### src/rtl/seq_alu_pkg.sv
// Shared definitions for the sequential ALU: opcode map, flag bit positions
// and the control FSM state encoding.
package alu_pkg;

  localparam logic [2:0] OP_SLA = 3'd0;
  localparam logic [2:0] OP_SRA = 3'd1;
  localparam logic [2:0] OP_ADD = 3'd2;
  localparam logic [2:0] OP_SUB = 3'd3;
  localparam logic [2:0] OP_MUL = 3'd4;
  localparam logic [2:0] OP_AND = 3'd5;
  localparam logic [2:0] OP_OR  = 3'd6;
  localparam logic [2:0] OP_NOT = 3'd7;

  localparam int FLG_Z = 0;
  localparam int FLG_V = 1;
  localparam int FLG_N = 2;

  typedef enum logic [1:0] {
    IDLE     = 2'd0,
    MUL_ITER = 2'd1,
    DONE     = 2'd2
  } state_t;

endpackage

### src/rtl/seq_alu_if.sv
// Request/response bundle between the register-read stage and the ALU.
interface seq_alu_if #(
  parameter int WIDTH = 32
);
  logic                    start;
  logic [2:0]              opcode;
  logic signed [WIDTH-1:0] a;
  logic signed [WIDTH-1:0] b;
  logic                    busy;
  logic                    done;
  logic signed [WIDTH-1:0] result;
  logic [2:0]              flags;

  modport master (
    output start, opcode, a, b,
    input  busy, done, result, flags
  );

  modport slave (
    input  start, opcode, a, b,
    output busy, done, result, flags
  );
endinterface

### src/rtl/seq_alu_mul_core.sv
// Iterative sign-magnitude multiplier: one shift-add per step, product
// presented already sign-corrected on the final step.
module seq_mul_core #(
  parameter int WIDTH = 32,
  parameter int CNT_W = $clog2(WIDTH + 1)
) (
  input  logic                    clk,
  input  logic                    rst_n,
  input  logic                    load,
  input  logic                    step,
  input  logic signed [WIDTH-1:0] a,
  input  logic signed [WIDTH-1:0] b,
  output logic [2*WIDTH-1:0]      product,
  output logic                    last
);

  logic [2*WIDTH:0] mcand_q;
  logic [WIDTH:0]   mplier_q;
  logic [2*WIDTH:0] acc_q;
  logic [2*WIDTH:0] acc_nxt;
  logic [2*WIDTH:0] signed_nxt;
  logic [CNT_W-1:0] cnt_q;
  logic             neg_q;

  // One extra bit keeps |-2^(W-1)| representable.
  function automatic logic [WIDTH:0] mag(input logic [WIDTH-1:0] x);
    logic [WIDTH:0] ext;
    ext = {x[WIDTH-1], x};
    return x[WIDTH-1] ? -ext : ext;
  endfunction

  always_comb begin
    acc_nxt    = acc_q + (mplier_q[0] ? mcand_q : '0);
    signed_nxt = neg_q ? -acc_nxt : acc_nxt;
  end

  assign product = signed_nxt[2*WIDTH-1:0];
  assign last    = (cnt_q == CNT_W'(WIDTH - 1));

  always_ff @(posedge clk or negedge rst_n) begin
    if (!rst_n) begin
      mcand_q  <= '0;
      mplier_q <= '0;
      acc_q    <= '0;
      cnt_q    <= '0;
      neg_q    <= 1'b0;
    end else if (load) begin
      mcand_q  <= {{WIDTH{1'b0}}, mag(a)};
      mplier_q <= mag(b);
      acc_q    <= '0;
      cnt_q    <= '0;
      neg_q    <= a[WIDTH-1] ^ b[WIDTH-1];
    end else if (step) begin
      acc_q    <= acc_nxt;
      mcand_q  <= mcand_q << 1;
      mplier_q <= mplier_q >> 1;
      cnt_q    <= cnt_q + CNT_W'(1);
    end
  end

endmodule

### src/rtl/seq_alu.sv
// Registered 8-op ALU: single-cycle ops finish one clock after accept,
// MUL is delegated to the iterative core behind the busy/done handshake.
module seq_alu
  import alu_pkg::*;
#(
  parameter int WIDTH = 32,
  parameter int CNT_W = $clog2(WIDTH + 1)
) (
  input logic      clk,
  input logic      rst_n,
  seq_alu_if.slave bus
);

  state_t             state_q, state_d;
  logic               accept;
  logic               mul_load;
  logic               mul_step;
  logic               mul_last;
  logic [2*WIDTH-1:0] mul_prod;
  logic               mul_v;
  logic [WIDTH-1:0]   alu_res;
  logic               alu_v;
  logic [WIDTH-1:0]   result_q;
  logic [2:0]         flags_q;

  function automatic logic [2:0] mk_flags(input logic [WIDTH-1:0] r, input logic v);
    logic [2:0] f;
    f        = '0;
    f[FLG_Z] = (r == '0);
    f[FLG_V] = v;
    f[FLG_N] = r[WIDTH-1];
    return f;
  endfunction

  seq_mul_core #(
    .WIDTH (WIDTH),
    .CNT_W (CNT_W)
  ) u_mul (
    .clk     (clk),
    .rst_n   (rst_n),
    .load    (mul_load),
    .step    (mul_step),
    .a       (bus.a),
    .b       (bus.b),
    .product (mul_prod),
    .last    (mul_last)
  );

  always_ff @(posedge clk or negedge rst_n) begin
    if (!rst_n) state_q <= IDLE;
    else        state_q <= state_d;
  end

  always_comb begin
    state_d  = state_q;
    accept   = 1'b0;
    mul_load = 1'b0;
    mul_step = 1'b0;
    case (state_q)
      IDLE: begin
        if (bus.start) begin
          accept = 1'b1;
          if (bus.opcode == OP_MUL) begin
            mul_load = 1'b1;
            state_d  = MUL_ITER;
          end else begin
            state_d  = DONE;
          end
        end
      end
      MUL_ITER: begin
        mul_step = 1'b1;
        if (mul_last) state_d = DONE;
      end
      DONE:    state_d = IDLE;
      default: state_d = IDLE;
    endcase
  end

  // Single-cycle datapath, evaluated straight from the accepted operands.
  always_comb begin
    alu_res = '0;
    alu_v   = 1'b0;
    case (bus.opcode)
      OP_SLA: begin
        alu_res = {bus.a[WIDTH-2:0], 1'b0};
        alu_v   = bus.a[WIDTH-1] ^ bus.a[WIDTH-2];
      end
      OP_SRA: alu_res = {bus.a[WIDTH-1], bus.a[WIDTH-1:1]};
      OP_ADD: begin
        alu_res = bus.a + bus.b;
        alu_v   = (bus.a[WIDTH-1] == bus.b[WIDTH-1]) && (alu_res[WIDTH-1] != bus.a[WIDTH-1]);
      end
      OP_SUB: begin
        alu_res = bus.a - bus.b;
        alu_v   = (bus.a[WIDTH-1] != bus.b[WIDTH-1]) && (alu_res[WIDTH-1] != bus.a[WIDTH-1]);
      end
      OP_AND:  alu_res = bus.a & bus.b;
      OP_OR:   alu_res = bus.a | bus.b;
      OP_NOT:  alu_res = ~bus.a;
      default: alu_res = '0;
    endcase
  end

  // Product fits in WIDTH signed bits only if the top WIDTH+1 bits agree.
  assign mul_v = !((&mul_prod[2*WIDTH-1:WIDTH-1]) || (~|mul_prod[2*WIDTH-1:WIDTH-1]));

  always_ff @(posedge clk or negedge rst_n) begin
    if (!rst_n) begin
      result_q <= '0;
      flags_q  <= 3'b000;
    end else if (accept && (bus.opcode != OP_MUL)) begin
      result_q <= alu_res;
      flags_q  <= mk_flags(alu_res, alu_v);
    end else if (mul_step && mul_last) begin
      result_q <= mul_prod[WIDTH-1:0];
      flags_q  <= mk_flags(mul_prod[WIDTH-1:0], mul_v);
    end
  end

  assign bus.busy   = (state_q == MUL_ITER);
  assign bus.done   = (state_q == DONE);
  assign bus.result = result_q;
  assign bus.flags  = flags_q;

endmodule

### src/flat_wrapper.sv
// flat-port wrapper written by rule: the top's interface ports become plain ports
module seq_alu_flat import alu_pkg::*;
#(
  parameter int WIDTH = 32,
  parameter int CNT_W = $clog2(WIDTH + 1)
)
  (clk, rst_n, bus_start, bus_opcode, bus_a, bus_b, bus_busy, bus_done, bus_result, bus_flags);
  seq_alu_if #(.WIDTH(WIDTH)) bus_i ();
  input logic clk;
  input logic rst_n;
  input wire logic [$bits(bus_i.start)-1:0] bus_start;
  input wire logic [$bits(bus_i.opcode)-1:0] bus_opcode;
  input wire logic [$bits(bus_i.a)-1:0] bus_a;
  input wire logic [$bits(bus_i.b)-1:0] bus_b;
  output wire logic [$bits(bus_i.busy)-1:0] bus_busy;
  output wire logic [$bits(bus_i.done)-1:0] bus_done;
  output wire logic [$bits(bus_i.result)-1:0] bus_result;
  output wire logic [$bits(bus_i.flags)-1:0] bus_flags;
  assign bus_i.start = bus_start;
  assign bus_i.opcode = bus_opcode;
  assign bus_i.a = bus_a;
  assign bus_i.b = bus_b;
  assign bus_busy = bus_i.busy;
  assign bus_done = bus_i.done;
  assign bus_result = bus_i.result;
  assign bus_flags = bus_i.flags;
  seq_alu #(.WIDTH(WIDTH), .CNT_W(CNT_W)) u_core (.clk(clk), .rst_n(rst_n), .bus(bus_i));
endmodule
### config.mk
export PLATFORM = sky130hd
export DESIGN_NAME = seq_alu_flat
export DESIGN_NICKNAME = d
export VERILOG_FILES = /design/src/rtl/seq_alu_pkg.sv /design/src/rtl/seq_alu_if.sv /design/src/rtl/seq_alu_mul_core.sv /design/src/rtl/seq_alu.sv /design/src/flat_wrapper.sv
export SDC_FILE = /design/constraint.sdc
export NUM_CORES = 1
export LEC_CHECK = 0
export ABC_AREA = 1
export CAP_MARGIN = 20
export CORE_ASPECT_RATIO = 1.4
export CORE_UTILIZATION = 55
export DETAILED_ROUTE_END_ITERATION = 10
export GPL_TIMING_DRIVEN = 0
export PLACE_DENSITY = 0.73
export SLEW_MARGIN = 20
export SYNTH_ARGS = -nofsm -noshare
export SYNTH_HDL_FRONTEND = slang
export SYNTH_SLANG_ARGS = --single-unit
### constraint.sdc
create_clock -name clk -period 7.3 [get_ports clk]
set_input_delay 2.19 -clock clk [delete_from_list [all_inputs] [get_ports clk]]
set_output_delay 2.19 -clock clk [all_outputs]
set_load 0.01 [all_outputs]
Yosys cells after proc, flatten, opt, wreduce, memory -nomap -nowiden --
Cells that the tools add are included.
Cells by class: add/sub/neg operators 7, equal/unequal tests 17, muxes and demuxes 28, bitwise gates (word level) 5, reduce and logical (&&, ||, !) cells 16
Operators by type and width (count):
- $mux 65 | 5
- $pmux 32 s7 | 1
- $mux 33 | 4
- $neg 33->33 | 2
- $add 65x65->65 | 1
- $logic_not 32->1 | 2
- $mux 32 | 2
- $mux 64 | 1
- $neg 64->64 | 1
- $reduce_and 33->1 | 1
- $reduce_or 33->1 | 1
- $add 32x32->32 | 1
- $and 32x32->32 | 1
- $not 32->32 | 1
- $or 32x32->32 | 1
- $sub 32x32->32 | 1
- $eq 3x3->1 const B | 4
- $mux 6 | 2
- $add 6x1->6 const B | 1
- $eq 3x2->1 const B | 2
- $eq 6x5->1 const B | 1
- $mux 1 | 6
- $mux 2 | 3
- $mux 3 | 2
- other kinds (18) | 26
Word-level totals: bits of input ports 70, register bits 207, output and inout port bits 37, logic and storage cells 81

Depth between registers and ports, before layout --
depth after elaboration 10, depth in mapped cells 36, gate-level depth less buffers 34

By module --
From an unflattened synthesis, not the netlist that was laid out.
Unflattened totals: cell total of the unflattened synthesis 4630, area, all modules 26221.4 µm²
Modules (own cells, without submodules):
- seq_mul_core | cells each 3034, times used 1, area an instance 17533.1 µm², seq. area each 4204.0 µm²
- seq_alu | cells each 1596, times used 1, area an instance 8688.3 µm², seq. area each 900.9 µm²

Worst setup path before layout --
OpenSTA, ideal clock, no wires.
path type in2reg, start point input port bus_a[0], end point register u_core.flags_q[0], in the netlist u_core.bus.flags[0], buffers on the path 0, data required time 7.237 ns, setup slack 2.535 ns, stages 27, data arrival time 4.702 ns, library setup time 0.063 ns, path through inv_1 > ha_1 > inv_1 > fa_1 > nand3_1 > nand2_1 > nand2_1 > nand2_1 > a21oi_1 > o21ai_0 > nand3_1 > nand2_1 > nand2_1 > nand3_1 > nand2_1 > nand2_1 > nand2_1 > nand2_1 > nor2_1 > nor2_1 > nor2_1 > nand2_1 > nor2_1 > nand4_1 > nand3_1 > nand2_1 > inv_1
Between the ends: cells in the longest elaborated chain, start to end 4, elaborated cells between the ends (all ways) 8, classes of those cells 2 x add/sub; 2 x mux; 3 x bitwise; 1 x reduce/logical
RTL lines:
- start: declaration | RTL line flat_wrapper.sv:13 | input wire logic [$bits(bus_i.a)-1:0] bus_a;
- $sub 32x32->32 (tied with other cells) | RTL line seq_alu.sv:95 | alu_res = bus.a - bus.b;
- $pmux 32 s7 (*) | RTL line seq_alu.sv:84 | case (bus.opcode)
- $logic_not 32->1 (*) | RTL line seq_alu.sv:29 | f[FLG_Z] = (r == '0);
- $mux 3 (*) | RTL line seq_alu.sv:112 | end else if (accept && (bus.opcode != OP_MUL)) begin
- end signal: assignment | RTL line seq_alu.sv:114 | flags_q <= mk_flags(alu_res, alu_v);
- end signal: assignment | RTL line seq_alu.sv:117 | flags_q <= mk_flags(mul_prod[WIDTH-1:0], mul_v);
- end: declaration | RTL line seq_alu.sv:24 | logic [2:0] flags_q;
Every way passes the cells marked *; elsewhere a longest branch is shown, timed or not. A chain may end at the register's enable or synchronous reset.

Worst setup path in the final report --
start point input port bus_a[1], end point register u_core.flags_q[0], in the netlist u_core.bus.flags[0]
Same word-level chain as after synthesis.

==> results.json <==
{
  "period_share_pct": 90.2,
  "areaGrowthSynthToFinish_pct": 10.4,
  "row_count": 90,
  "synth_seq_cells": 204,
  "hold_buffers": 0,
  "cp-end-kind": "register",
  "nNetsFinal": 4568,
  "maxCapViolations": 0,
  "hold_violations": 0,
  "rsz0062_at_grt": "false",
  "drt-initial-drc-count": 2666,
  "grt_pass1_wl_mm": 155,
  "worstRegToRegCells": 33,
  "clkSinkCount": 204,
  "synth_flop_cell": "dfrtp_1",
  "ys_warn_count": 0,
  "status": "complete, no violations",
  "setup_tns_ns": 0,
  "n_antenna_cell": 0,
  "drtPass1Iterations": 8,
  "drcViolationCount": 0,
  "dieArea_um2": 45000,
  "synth_cell_type_count": 52,
  "dieHeight_um": 251,
  "vias_per_cell": 5.88,
  "dp_hpwl_mm": 85.7,
  "worstPathArrival_ns": 7.02,
  "whs_ns": 0.496,
  "synthTopCellsByArea": "dfrtp_1 21%, nand2_1 21%, inv_1 11%",
  "max_freq_mhz": 152,
  "path_clk_slew_ns": 0.07,
  "fillers": 4529,
  "cp_slowest_stage_delay_ns": 0.71,
  "wl_per_cell_um": 21.2,
  "setup_ws_ns": 0.716,
  "vias": 28804,
  "start_kind": "input pin",
  "place_ws_ns": 0.310,
  "post_cts_buffers": 0,
  "hold_path_class": "reg -> reg",
  "htreeDepth": 1,
  "worstMarginPinSlew_ns": 1.17,
  "final_antenna_net_count": 0,
  "power_density_nw_per_um2": 317,
  "cts_buffer_depth": 3,
  "gp_congestion": 1.05,
  "synth_area_um2": 24300,
  "cts-root-buf": "clkbuf_16",
  "relSlewSlack_pct": 21.8,
  "grtUsageTotal_pct": 45.6,
  "io_buffers": 106,
  "yosysMostFrequentCell": "nand2_1",
  "critPathSlowestCell": "clkdlybuf4s50_1",
  "irDropWorstVdd_uv": 201,
  "fin_util_pct": 61.9,
  "synth_area_leader_cell": "dfrtp_1",
  "grt_pass1_vias": 27613,
  "wl_mm": 104,
  "crit_type": "in -> reg",
  "period_needed_ns": 6.58,
  "start_util_pct": 56.1,
  "cts.repair.resized": 0,
  "critPathRequiredTime_ns": 7.73,
  "io_pins": 107,
  "syn_nets": 4436,
  "die_x_um": 180,
  "slew_viol_final": 0,
  "antenna_found_initial": 3,
  "cts_buffers": 21,
  "drive_gt1_share_pct": 3.68,
  "yosys-top-cells-count": "1,355 x nand2_1, 707 x inv_1, 369 x nand3_1, 369 x nor2_1, 204 x dfrtp_1",
  "synth-edff-count": 0,
  "skew_ns": 0.0140,
  "core_um2": 43400,
  "insertion_delay_ns": 0.54,
  "synth-seq-area-share_pct": 21.0,
  "p_leak_uw": 0.0144,
  "setup_viol": 0,
  "cpMostUsedCell": "nand3_1",
  "synthArstFlopShare_pct": 100,
  "cts_tree": "built",
  "crit_chain": "clkdlybuf4s50_1, inv_1, ha_1, nand3_1, nand3_1, a31oi_1, o21ai_0, a21oi_1, o21ai_0, nand2_1, o211ai_1, xor2_1, o21ai_1, nor2_1, nand4_1, nand3_1, nand2_1, inv_1",
  "synth_top_area_share_pct": 21.0,
  "syn-instance-count": 4200,
  "holdPathStages": 2,
  "path_max_fanout": 8,
  "overflow": 0,
  "syn_avg_cell_area_um2": 5.79,
  "grt_max_degree": 89
}
-- worst paths after layout --
check                                         start                   endpoint  slack, ns
setup / recovery                           bus_a[1]        u_core.bus.flags[0]       0.72
hold / removal               u_core.u_mul.acc_q[39]     u_core.u_mul.acc_q[39]       0.50
setup reg to reg           u_core.u_mul.mplier_q[0]        u_core.bus.flags[1]       1.69
hold reg to reg              u_core.u_mul.acc_q[39]     u_core.u_mul.acc_q[39]       0.50
max in group asynchronous                     rst_n  u_core.u_mul.mplier_q[31]       4.90
min in group asynchronous                     rst_n      u_core.u_mul.acc_q[7]       1.57
-- power breakdown --
group / total, uW / internal, uW / switching (uW)
clock: 1160 / 629 / 533
sequential: 1910 / 1570 / 342
combinational: 5450 / 1660 / 3790
-- worst max-delay path: cells and delay by family --
| kind | cells | cell delay (ns) |
|---|---|---|
| simple gates | 7 | 0.82 |
| buf+inv | 3 | 0.94 |
| compound gates | 6 | 2.51 |
| xor+xnor | 1 | 0.19 |
| fa+ha+maj | 1 | 0.35 |
-- flip-flops by register name, summed over array words and instances, names as in the netlist --
register / count
u_core.bus.result: 31
u_core.u_mul.acc_q: 64
u_core.u_mul.cnt_q: 6
u_core.bus.flags: 3
u_core.u_mul.neg_q: 1
u_core.state_q: 2
u_core.u_mul.mcand_q: 64
u_core.u_mul.mplier_q: 33
-- cells in the final DEF, fill, tap and decap left out, types with 5 or more instances in the layout --
| cell type | instances |
|---|---|
| a211oi_1 | 21 |
| a21oi_1 | 175 |
| a221oi_1 | 6 |
| a31oi_1 | 6 |
| buf_1 | 11 |
| clkbuf_1 | 110 |
| clkbuf_16 | 21 |
| clkdlybuf4s50_1 | 105 |
| clkinv_1 | 11 |
| dfrtp_1 | 204 |
| ha_1 | 163 |
| inv_1 | 707 |
| inv_2 | 11 |
| nand2_1 | 1355 |
| nand2_2 | 42 |
| nand3_1 | 369 |
| nand3_2 | 16 |
| nand3b_1 | 5 |
| nand4_1 | 56 |
| nor2_1 | 368 |
| nor2_2 | 24 |
| nor2_4 | 5 |
| nor3_1 | 43 |
| nor3_2 | 8 |
| nor4_1 | 11 |
| o2111ai_1 | 5 |
| o211ai_1 | 39 |
| o21a_1 | 8 |
| o21ai_0 | 195 |
| o21ai_1 | 6 |
| o21bai_1 | 6 |
| o221ai_1 | 51 |
| o22ai_1 | 67 |
| o31ai_1 | 5 |
| or2_2 | 6 |
| xnor2_1 | 5 |
| xor2_1 | 48 |
-- stage by stage --
| step | instance area [um2] | power (uW) | cells |
|---|---|---|---|
| 3_5_place_dp | 26100 | 7120 | 4861 |
| 2_1_floorplan | 24300 | 5430 | 4200 |
| 5_1_grt | 26800 | 9110 | 4898 |
| 6_report | 26800 | 8520 | 4898 |
| 3_3_place_gp | 26100 | 7080 | 4858 |
| 4_1_cts | 26800 | 8310 | 4898 |
-- logic make-up after synthesis --
family / count (synthesis) / synth area share (%)
compound gates: 609 / 15.0
xor+xnor: 53 / 1.91
buf+inv: 850 / 13.1
simple gates: 2318 / 40.3
flops: 204 / 21.0
fa+ha+maj: 166 / 8.64
-- layer usage --
layer / up-vias / share of wire (%) / routed length, um / GRT usage, %
li1: 13735 / - / - / -
met1: 12941 / 34 / 35800 / 47.9
met2: 1555 / 46 / 47600 / 76.6
met3: 569 / 8.3 / 8620 / 7.71
met4: 4 / 11 / 11800 / 45.5
met5: - / 0.023 / 24 / 0
-- cell type report --
type	count	area [um2]	share of cell area, %
Clock buffer	24	557	2.07
Inverter	729	2740	10.2
Multi-Input combinational cell	3146	16000	59.7
Tap cell	552	691	2.57
Clock inverter	13	145	0.541
Sequential cell	204	5100	19.0
Timing Repair Buffer	109	1130	4.21
Buffer	121	458	1.71
Note: power is estimated with default switching activity, not from simulation.
